**src/rtl/core_pkg.sv**
```systemverilog
// rtl/core_pkg.sv - shared core widths, reset PC and address type
package core_pkg;

  localparam int unsigned XLEN = 32;
  localparam logic [XLEN-1:0] PC_RESET = 32'h0000_0000;

  typedef logic [XLEN-1:0] addr_t;

endpackage

```
**src/rtl/dbg_counter.sv**
```systemverilog
// rtl/dbg_counter.sv - synchronous-clear, enabled, wrapping counter
//
// Ports:
//   i_clk  - clock, count updates on the rising edge
//   i_clr  - synchronous clear to zero, overrides i_en
//   i_en   - increment enable
//   o_cnt  - current count, wraps modulo 2^W
module dbg_counter #(
  parameter int unsigned W = 32
) (
  input  logic         i_clk,
  input  logic         i_clr,
  input  logic         i_en,
  output logic [W-1:0] o_cnt
);

  always_ff @(posedge i_clk) begin
    if (i_clr) begin
      o_cnt <= '0;
    end else if (i_en) begin
      // Natural overflow gives the all-ones -> zero wrap.
      o_cnt <= o_cnt + W'(1);
    end
  end

endmodule

```
**src/rtl/pc_debug_reg.sv**
```systemverilog
// rtl/pc_debug_reg.sv - registered PC capture with previous PC, retire count and breakpoint
//
// Ports:
//   i_clk        - clock, all state updates on the rising edge
//   i_rst        - synchronous active-high reset, highest priority
//   i_pc         - current PC from the core
//   i_en         - capture enable (instruction retires this cycle)
//   i_bp_en      - breakpoint compare enable
//   i_bp_addr    - breakpoint PC
//   o_pc_debug   - PC captured at the last enabled edge
//   o_pc_prev    - o_pc_debug value before its last update
//   o_pc_valid   - at least one capture since reset
//   o_retire_cnt - captures since reset, wrapping
//   o_bp_hit     - registered breakpoint match for the last edge
module pc_debug_reg
  import core_pkg::*;
#(
  parameter int unsigned       WIDTH     = XLEN,
  parameter logic [WIDTH-1:0]  RESET_PC  = WIDTH'(PC_RESET),
  parameter int unsigned       CNT_WIDTH = 32
) (
  input  logic                 i_clk,
  input  logic                 i_rst,
  input  logic [WIDTH-1:0]     i_pc,
  input  logic                 i_en,
  input  logic                 i_bp_en,
  input  logic [WIDTH-1:0]     i_bp_addr,
  output logic [WIDTH-1:0]     o_pc_debug,
  output logic [WIDTH-1:0]     o_pc_prev,
  output logic                 o_pc_valid,
  output logic [CNT_WIDTH-1:0] o_retire_cnt,
  output logic                 o_bp_hit
);

  always_ff @(posedge i_clk) begin
    if (i_rst) begin
      o_pc_debug <= RESET_PC;
      o_pc_prev  <= RESET_PC;
      o_pc_valid <= 1'b0;
      o_bp_hit   <= 1'b0;
    end else if (i_en) begin
      o_pc_prev  <= o_pc_debug;
      o_pc_debug <= i_pc;
      o_pc_valid <= 1'b1;
      o_bp_hit   <= i_bp_en && (i_pc == i_bp_addr);
    end else begin
      // Hit is a per-retirement pulse, so it drops on idle cycles.
      o_bp_hit   <= 1'b0;
    end
  end

  dbg_counter #(
    .W (CNT_WIDTH)
  ) u_retire_cnt (
    .i_clk (i_clk),
    .i_clr (i_rst),
    .i_en  (i_en),
    .o_cnt (o_retire_cnt)
  );

endmodule

```
**config.mk**
```make
export PLATFORM = sky130hd
export DESIGN_NAME = pc_debug_reg
export DESIGN_NICKNAME = d
export VERILOG_FILES = /design/src/rtl/core_pkg.sv /design/src/rtl/dbg_counter.sv /design/src/rtl/pc_debug_reg.sv
export SDC_FILE = /design/constraint.sdc
export NUM_CORES = 1
export LEC_CHECK = 0
export CORE_ASPECT_RATIO = 1.2
export CORE_MARGIN = 1
export CORE_UTILIZATION = 29
export DETAILED_ROUTE_END_ITERATION = 6
export GPL_ROUTABILITY_DRIVEN = 0
export SLEW_MARGIN = 20
export SYNTH_ARGS = -nofsm -noshare
export SYNTH_HDL_FRONTEND = slang
export SYNTH_HIERARCHICAL = 1
export SYNTH_SLANG_ARGS = --single-unit
```
**constraint.sdc**
```tcl
create_clock -name i_clk -period 3.5 [get_ports i_clk]
set_input_delay 0.35 -clock i_clk [delete_from_list [all_inputs] [get_ports i_clk]]
set_output_delay 0.35 -clock i_clk [all_outputs]
set_load 0.01 [all_outputs]
```
; Word level (Yosys, flattened, before mapping)
; Cells that the tools add are included.
[totals]
regBits = 98
input_bits = 68
output_inout_bits = 98
word_cells = 10
[classes]
add_sub_neg = 1
n_reduce_logical = 2
bitwise = 1
n_eq_ne = 1
[op_table]
columns = operator, count
row1 = "adder 32 x 1 -> 32 bit, second input constant", 1
row2 = equality test 32 bit, 1
row3 = OR reduction 2 bit, 1
row4 = logical AND 1 bit, 1
row5 = NOT 1 bit, 1

; Longest topological paths before layout
; Gate-level depths: netlist of run 1.
[logic_depth]
ltp_word = 2
mapped_depth = 6
mapped_depth_nobuf = 5

; Hierarchy
; Netlist of run 1, hierarchy kept.
[modules_own_cells]
columns = module, instances, area_each_um2, cells_per_inst
row1 = pc_debug_reg, 1, 2698.8, 256
row2 = dbg_counter, 1, 1564.0, 181

; Worst setup path before layout of run 1
; No wires, ideal clock.
[synth_timing]
path_type = register -> register
start = reg u_retire_cnt.o_cnt[8]
end = reg u_retire_cnt.o_cnt[31]
slack_ns = 1.566
required_ns = 3.377
period_less_slack_ns = 1.934
stages_incl_launch_ff = 6
arrival_ns = 1.811
setup_ns = 0.123
path_cell_list = dfxtp_1 nand4_2 or4_4 buf_6 nor4_4 mux2_1
[synth_between]
elab_chain_cells = 1
[synth_lines]
columns = item, line_no
row1 = "start, declared", dbg_counter.sv:14  ; output logic [W-1:0] o_cnt
row2 = "start signal, assigned", dbg_counter.sv:22  ; o_cnt <= o_cnt + W'(1);
row3 = adder 32 x 1 -> 32 bit, dbg_counter.sv:22
; Every way passes these cells.
; A chain may end at the register's enable or synchronous reset.

==> impl_metrics.sql, run 1 <==
INSERT INTO impl_metrics (metric_group, metric, value, unit) VALUES
('power_and_ir_drop', 'p_sw_share', '24.0', '%'),
('route', 'routed_wire_length', '11700', 'µm'),
('sta', 'timing.fmax', '489', 'MHz'),
('clock_tree', 'post_cts_buffers', '0', ''),
('placement', 'numPlacedInstances', '753', ''),
('yosys', 'synth_fp_nets', '506', ''),
('sta', 'fin_crit', '2.04', 'ns'),
('worst_setup_path', 'r2r_setup_slack', '1.51', 'ns'),
('route', 'routed_length_per_placed_instance', '15.3', 'µm'),
('power_and_ir_drop', 'power_frac_clock', '38.2', '%'),
('worst_setup_path', 'critPathArrivalTime', '2.27', 'ns'),
('yosys', 'yosysTopAreaCell', 'sky130_fd_sc_hd__dfxtp_1', ''),
('yosys', 'ys_top_cells_by_area', 'sky130_fd_sc_hd__dfxtp_1 46%, sky130_fd_sc_hd__mux2i_1 15%, sky130_fd_sc_hd__nor2_1 8.1%', ''),
('clock_tree', 'clock-sinks', '98', ''),
('power_and_ir_drop', 'total_power', '2.45', 'mW'),
('layout', 'final_nets', '658', ''),
('placement', 'detailed_place.area', '5980', 'µm²'),
('placement', 'dp.final_hpwl', '8460', 'µm'),
('layout', 'layout_commonest_cell', 'sky130_fd_sc_hd__clkdlybuf4s50_1', ''),
('floorplan', 'initial_core_util', '29.7', '%'),
('layout', 'final_util', '43.7', '%'),
('layout', 'most_frequent_cells_in_the_layout', '163 x sky130_fd_sc_hd__clkdlybuf4s50_1, 98 x sky130_fd_sc_hd__dfxtp_1, 92 x sky130_fd_sc_hd__nor2_1', ''),
('global_route', 'grt_first_pass_wirelength', '18400', 'µm'),
('floorplan', 'fp.dieArea', '15200', 'µm²'),
('clock_tree', 'ctsLongestPathBuffers', '2', ''),
('sta', 'report.final.hold_viol_count', '0', ''),
('global_route', 'grt_pass1_vias', '3429', ''),
('sta', 'timing.hold.ws', '0.469', 'ns'),
('clock_tree', 'clockRootBuffer', 'sky130_fd_sc_hd__clkbuf_16', ''),
('clock_tree', 'cts_made_buffers', '9', ''),
('sta', 'smallest_setup_slack_after_layout', '1.46', 'ns'),
('sta', 'worst_pin_slew', '0.794', 'ns'),
('yosys', 'netlist_area', '4260', 'µm²'),
('floorplan', 'core-area', '14400', 'µm²'),
('floorplan', 'ios', '166', ''),
('yosys', 'syn_inst', '437', ''),
('worst_setup_path', 'crit_fanout', '34', ''),
('sta', 'final.period_utilization', '58.4', '%'),
('yosys', 'synth_edf_count', '0', ''),
('power_and_ir_drop', 'share_comb_of_total_power', '13.7', '%'),
('global_route', 'globalRouteOverflowTotal', '0', ''),
('sta', 'timing.setup.tns', '0', 'ns'),
('floorplan', 'number_of_placement_rows', '48', ''),
('worst_setup_path', 'worst_ep_required_time', '3.73', 'ns'),
('route', 'routed-via-count', '3562', ''),
('route', 'dr.pass1.iters', '5', ''),
('sta', 'rsz0062_at_grt', 'no', ''),
('layout', 'finalNonFillerCells', '769', ''),
('sta', 'clock_skew', '0.00586', 'ns'),
('yosys', 'synthesis.area_per_instance', '9.75', 'µm²'),
('global_route', 'grt_start_max_net_pins', '110', ''),
('yosys', 'async_flop_share', '0', '%'),
('global_route', 'initial_antenna_violation_count', '0', ''),
('route', 'route.detailed.vias_per_inst', '4.63', ''),
('clock_tree', 'post_cts.resized_instances', '0', ''),
('yosys', 'synth.lib_cells_used.distinct', '36', ''),
('layout', 'diodes', '0', ''),
('worst_setup_path', 'timing_worst_setup_path_type', 'primary input to flip-flop', ''),
('layout', 'area.growth.synth_to_final', '47.1', '%'),
('global_route', 'grt.total_usage', '15.5', '%'),
('layout', 'nFillCells', '1417', ''),
('floorplan', 'die_height', '135', 'µm'),
('layout', 'layout.cell_area.non_filler', '6270', 'µm²'),
('power_and_ir_drop', 'p_int', '1.86', 'mW'),
('worst_hold_path', 'holdCritPathClass', 'flip-flop to flip-flop', ''),
('power_and_ir_drop', 'switchingPower', '0.587', 'mW'),
('status', 'run_status', 'complete, no violations', ''),
('yosys', 'ys_dominant_reg_cell', 'sky130_fd_sc_hd__dfxtp_1', ''),
('route', 'detailedRoute.firstIterationViolations', '136', ''),
('power_and_ir_drop', 'total_power_density_per_cell_area', '391', 'nW/µm²'),
('clock_tree', 'clock_tree_from_tritoncts', 'yes', '');
## state kept, by name (all words and copies together) (netlist names)
register	count
o_pc_debug	32
o_pc_prev	32
u_retire_cnt/o_cnt	32
o_bp_hit	1
o_pc_valid	1
## worst max-delay path, stage by stage
cell and delay, ns:
sky130_fd_sc_hd__buf_4 0.42, sky130_fd_sc_hd__and4_1 0.48, sky130_fd_sc_hd__nand4_1 0.33, sky130_fd_sc_hd__nor3b_1 0.32, sky130_fd_sc_hd__mux2_2 0.37
## kinds of logic after synthesis
| kind of cell | after synthesis | synth area share [%] |
|---|---|---|
| simple gates | 174 | 20.5 |
| buf+inv | 29 | 3.90 |
| compound gates | 14 | 1.82 |
| fa+ha+maj | 1 | 0.293 |
| xor+xnor | 45 | 9.25 |
| mux | 76 | 18.2 |
| flops | 98 | 46.0 |
## metal layers
layer	routed length, µm	share of wire (%)	global-route usage, %	vias to the layer above
met1	5150	44	18.9	1625
met4	104	0.89	4.67	0
li1	-	-	-	1793
met3	1160	9.9	5.83	9
met2	5310	45	25.2	135
met5	0	0	0	-
## final timing paths
kind                                 startpoint                                   to  cells after the start
min                     o_pc_valid$_SDFFE_PP0P_              o_pc_valid$_SDFFE_PP0P_                      2
max reg2reg  u_retire_cnt/o_cnt[2]$_SDFFE_PP0P_  u_retire_cnt/o_cnt[27]$_SDFFE_PP0P_                      4
min reg2reg             o_pc_valid$_SDFFE_PP0P_              o_pc_valid$_SDFFE_PP0P_                      2
max                                        i_en  u_retire_cnt/o_cnt[27]$_SDFFE_PP0P_                      5
## power groups by stage
stage / combinational [mW] / sequential (mW) / clock [mW]
after floorplan: 0.132 / 1.22 / 0
after global placement: 0.337 / 1.20 / 0
after detailed placement: 0.339 / 1.20 / 0
after CTS: 0.341 / 1.18 / 0.971
after global routing: 0.362 / 1.18 / 1.02
final: 0.335 / 1.18 / 0.938
## synthesized netlist by cell type (2+ instances only)
cell type / count
sky130_fd_sc_hd__dfxtp_1: 98
sky130_fd_sc_hd__nor2_1: 92
sky130_fd_sc_hd__mux2i_1: 65
sky130_fd_sc_hd__xor2_1: 38
sky130_fd_sc_hd__nand4_1: 12
sky130_fd_sc_hd__clkbuf_1: 11
sky130_fd_sc_hd__nor3_1: 11
sky130_fd_sc_hd__nand2_1: 10
sky130_fd_sc_hd__nand3_1: 10
sky130_fd_sc_hd__nor2b_1: 10
sky130_fd_sc_hd__mux2_2: 9
sky130_fd_sc_hd__a21oi_1: 7
sky130_fd_sc_hd__xnor2_1: 7
sky130_fd_sc_hd__buf_6: 6
sky130_fd_sc_hd__nor4_1: 5
sky130_fd_sc_hd__buf_2: 4
sky130_fd_sc_hd__inv_1: 4
sky130_fd_sc_hd__nor4_2: 4
sky130_fd_sc_hd__o21ai_0: 4
sky130_fd_sc_hd__or3_1: 4
sky130_fd_sc_hd__and4_1: 3
sky130_fd_sc_hd__o31ai_1: 3
sky130_fd_sc_hd__or4_1: 3
sky130_fd_sc_hd__and3_1: 2
sky130_fd_sc_hd__buf_1: 2
sky130_fd_sc_hd__buf_4: 2
sky130_fd_sc_hd__mux2_1: 2
## cell type report
type                    count  area [µm²]  area share (%)
flip-flops and latches     98        1960            31.3
clock buffers              13         260            4.15
repair buffers            166        1660            26.4
multi-input cells         310        2130            34.0
well taps                 175         219            3.49
inverters                   4        15.0           0.239
clock inverters             3        23.8           0.379
Note: power is estimated with default switching activity, not from simulation.
==> run 2: changes to the inputs <==
- clock period: 3.5 -> 1.6 ns (I/O delays scaled with it)
==> run 2 against run 1 <==
  * The flow now finishes with violations (negative setup slack)
  * Sequential power is 120% higher
  * Die area did not move
  * Sequential share of layout area down 2.0 points
  * Worst setup slack got worse by 1.6 ns
  * Hold slack got worse by 0.19 ns
  * Wire length rose by 10%
  * Register-to-register slack got worse by 1.7 ns
  * Power up 130%
  * Clock power rose by 130%
  * Combinational power rose by 130%
  * Global-route usage is 1.3 points higher
==> impl_metrics.sql, run 2 (synthesized netlist as in run 1, its figures left out) <==
INSERT INTO impl_metrics (metric_group, metric, value, unit) VALUES
('route', 'dr.pass1.iters', '4', ''),
('route', 'detailedRoute.firstIterationViolations', '147', ''),
('global_route', 'globalRouteOverflowTotal', '0', ''),
('worst_setup_path', 'critPathArrivalTime', '2.01', 'ns'),
('route', 'drc_errors', '0', ''),
('global_route', 'grtUsageMet1', '19.7', '%'),
('route', 'route.detailed.vias_per_inst', '4.68', ''),
('layout', 'area.growth.synth_to_final', '60.7', '%'),
('sta', 'report.final.hold_viol_count', '0', ''),
('worst_hold_path', 'holdCritPathClass', 'primary input to flip-flop', ''),
('power_and_ir_drop', 'total_power_density_per_cell_area', '809', 'nW/µm²'),
('worst_hold_path', 'hp-start', 'i_rst', ''),
('global_route', 'grt-busiest-layer', 'met2', ''),
('worst_setup_path', 'worst_ep_required_time', '1.84', 'ns'),
('route', 'routed_length_per_placed_instance', '15.9', 'µm'),
('global_route', 'initial_antenna_violation_count', '0', ''),
('clock_tree', 'clockRootBuffer', 'sky130_fd_sc_hd__clkbuf_16', ''),
('layout', 'diodes', '0', ''),
('global_route', 'grt_first_pass_wirelength', '19400', 'µm'),
('route', 'routed_wire_length', '12900', 'µm'),
('worst_setup_path', 'r2r_setup_slack', '-0.18', 'ns'),
('sta', 'rsz0062_at_grt', 'yes', ''),
('route', 'route.antenna.remaining_nets', '0', ''),
('placement', 'dp.final_hpwl', '9330', 'µm'),
('sta', 'max-slew-margin-rel', '62.3', '%'),
('status', 'run_status', 'complete, but fails checks', ''),
('worst_setup_path', 'cp-start-kind', 'flip-flop', ''),
('clock_tree', 'clk_pin_slew_worst_paths', '0.07', 'ns'),
('global_route', 'grt.total_usage', '16.8', '%'),
('floorplan', 'initial_core_util', '29.7', '%'),
('clock_tree', 'ctsLongestPathBuffers', '2', ''),
('route', 'routed-via-count', '3816', ''),
('clock_tree', 'holdBufCountCts', '0', ''),
('layout', 'layout.cell_area.non_filler', '6850', 'µm²'),
('power_and_ir_drop', 'power.leakage', '2.77', 'nW'),
('sta', 'fin_crit', '1.78', 'ns'),
('sta', 'timing_max_transition_violations_final', '0', ''),
('placement', 'place.port_buffers', '165', ''),
('status', 'failing_checks', 'negative setup slack', ''),
('worst_hold_path', 'hold-path-endpoint', 'o_pc_prev[18]$_SDFFE_PP0P_', ''),
('global_route', 'grt_start_max_net_pins', '72', ''),
('layout', 'layout_commonest_cell', 'sky130_fd_sc_hd__clkdlybuf4s50_1', ''),
('floorplan', 'die_height', '135', 'µm'),
('sta', 'worst_pin_slew', '0.565', 'ns'),
('clock_tree', 'worst_skew_pair.late_latency', '0.35', 'ns'),
('clock_tree', 'clock_tree_from_tritoncts', 'yes', ''),
('clock_tree', 'cts-htree-levels', '3', ''),
('worst_setup_path', 'regToRegStartpoint', 'u_retire_cnt/o_cnt[21]$_SDFFE_PP0P_', ''),
('power_and_ir_drop', 'vdd_ir_drop_max', '0.000413', 'V'),
('layout', 'final_nets', '704', ''),
('floorplan', 'number_of_placement_rows', '48', ''),
('sta', 'final.period_utilization', '111', '%'),
('placement', 'detailed_place.area', '6420', 'µm²'),
('worst_hold_path', 'worst_hold_path.num_cells', '2', ''),
('clock_tree', 'cts_made_buffers', '9', ''),
('floorplan', 'fp.dieArea', '15200', 'µm²'),
('layout', 'most_frequent_cells_in_the_layout', '162 x sky130_fd_sc_hd__clkdlybuf4s50_1, 92 x sky130_fd_sc_hd__nor2_1, 81 x sky130_fd_sc_hd__dfxtp_1', ''),
('layout', 'drive_above_1_share', '18.3', '%'),
('layout', 'top_regs', 'o_pc_debug: 32 flops, o_pc_prev: 32 flops, u_retire_cnt/o_cnt: 32 flops', ''),
('clock_tree', 'clock-sinks', '98', ''),
('floorplan', 'core-area', '14400', 'µm²'),
('global_route', 'grt_pass1_vias', '3717', ''),
('run', 'max-cap-violations', '0', ''),
('global_route', 'use_met3', '4.67', '%'),
('floorplan', 'die_width', '113', 'µm'),
('global_route', 'grtUsageMet2', '28.6', '%'),
('worst_setup_path', 'crit-reg2reg-capture', 'u_retire_cnt/o_cnt[31]$_SDFFE_PP0P_', ''),
('layout', 'nFillCells', '1332', ''),
('worst_setup_path', 'crit_fanout', '5', ''),
('worst_setup_path', 'worstRegToRegCells', '4', ''),
('sta', 'timing.fmax', '563', 'MHz'),
('worst_setup_path', 'crit_path_end_kind', 'flip-flop', ''),
('worst_setup_path', 'timing_worst_setup_path_type', 'flip-flop to flip-flop', ''),
('sta', 'smallest_setup_slack_after_layout', '-0.177', 'ns'),
('floorplan', 'ios', '166', ''),
('sta', 'clock_skew', '0.00719', 'ns'),
('sta', 'timing.setup.tns', '-1.39', 'ns'),
('sta', 'setup-violations-final', '13', '');
==> run 2: cell count changes in the layout (fill, tap and decap cells not counted), moves of 3 or more <==
cell,change
sky130_fd_sc_hd__mux2_4,+7
sky130_fd_sc_hd__mux2_2,-6
sky130_fd_sc_hd__nor3_2,+7
sky130_fd_sc_hd__buf_4,+42
sky130_fd_sc_hd__dfxtp_2,+9
sky130_fd_sc_hd__nor3_1,-8
sky130_fd_sc_hd__dfxtp_1,-17
sky130_fd_sc_hd__dfxtp_4,+8
sky130_fd_sc_hd__or4_4,+3
==> run 2: final cells by class <==
class	instances	area [µm²]	share of cell area (%)
clock buffers	14	264	3.85
clock inverters	2	35.0	0.512
inverters	4	15.0	0.219
multi-input cells	312	2300	33.5
flip-flops and latches	98	2000	29.2
well taps	175	219	3.20
repair buffers	210	2020	29.4
==> run 2: what timing repair did <==
action | in CTS | in global routing
pin swaps | 3 | 7
gates cloned | 1 | 1
buffers inserted | 1 | 3
resized for setup | 2 | 18
endpoints found under the setup margin | 16 | 19
==> run 2: worst max path at each step <==
stage	from	end	slack [ns]	cells after the start
6_report	u_retire_cnt/o_cnt[21]$_SDFFE_PP0P_	u_retire_cnt/o_cnt[31]$_SDFFE_PP0P_	-0.18	4
5_1_grt	u_retire_cnt/o_cnt[21]$_SDFFE_PP0P_	u_retire_cnt/o_cnt[30]$_SDFFE_PP0P_	-0.23	4
4_1_cts	u_retire_cnt/o_cnt[21]$_SDFFE_PP0P_	u_retire_cnt/o_cnt[25]$_SDFFE_PP0P_	-0.18	4
3_5_place_dp	u_retire_cnt/o_cnt[8]$_SDFFE_PP0P_	u_retire_cnt/o_cnt[25]$_SDFFE_PP0P_	-0.18	4
3_3_place_gp	u_retire_cnt/o_cnt[8]$_SDFFE_PP0P_	u_retire_cnt/o_cnt[30]$_SDFFE_PP0P_	-0.17	4
2_1_floorplan	u_retire_cnt/o_cnt[8]$_SDFFE_PP0P_	u_retire_cnt/o_cnt[25]$_SDFFE_PP0P_	-0.20	5
==> run 2: where the power goes <==
| part | switching [mW] | internal (mW) | leakage, nW |
|---|---|---|---|
| Sequential | 0.0600 | 2.51 | 0.810 |
| Combinational | 0.331 | 0.435 | 1.82 |
| Clock | 0.903 | 1.30 | 0.147 |
| Total | 1.29 | 4.24 | 2.77 |
==> run 2: metrics by stage <==
stage	cells	total power, mW	hold slack [ns]	worst slack [ns]	util [%]
6_report	815	5.54	0.281	-0.177	47.7
5_1_grt	815	5.77	0.293	-0.227	47.7
4_1_cts	811	5.61	0.274	-0.181	47.0
3_5_place_dp	793	3.40	0.452	-0.184	44.8
3_3_place_gp	793	3.38	0.445	-0.168	44.8
2_1_floorplan	437	2.94	0.307	-0.200	-
==> run 2: metal layers <==
metal / vias to the layer above / wire length (µm)
met2: 150 / 6220
li1: 1889 / -
met4: 0 / 187
met1: 1762 / 5500
met5: - / 0
met3: 15 / 1040
==> run 2: critical path, stage by stage, from the launching register on <==
cell                      delay [ns]
sky130_fd_sc_hd__dfxtp_2        0.33
sky130_fd_sc_hd__nand4_1        0.18
sky130_fd_sc_hd__or4_4          0.59
sky130_fd_sc_hd__nor4_4         0.25
sky130_fd_sc_hd__mux2_4         0.32
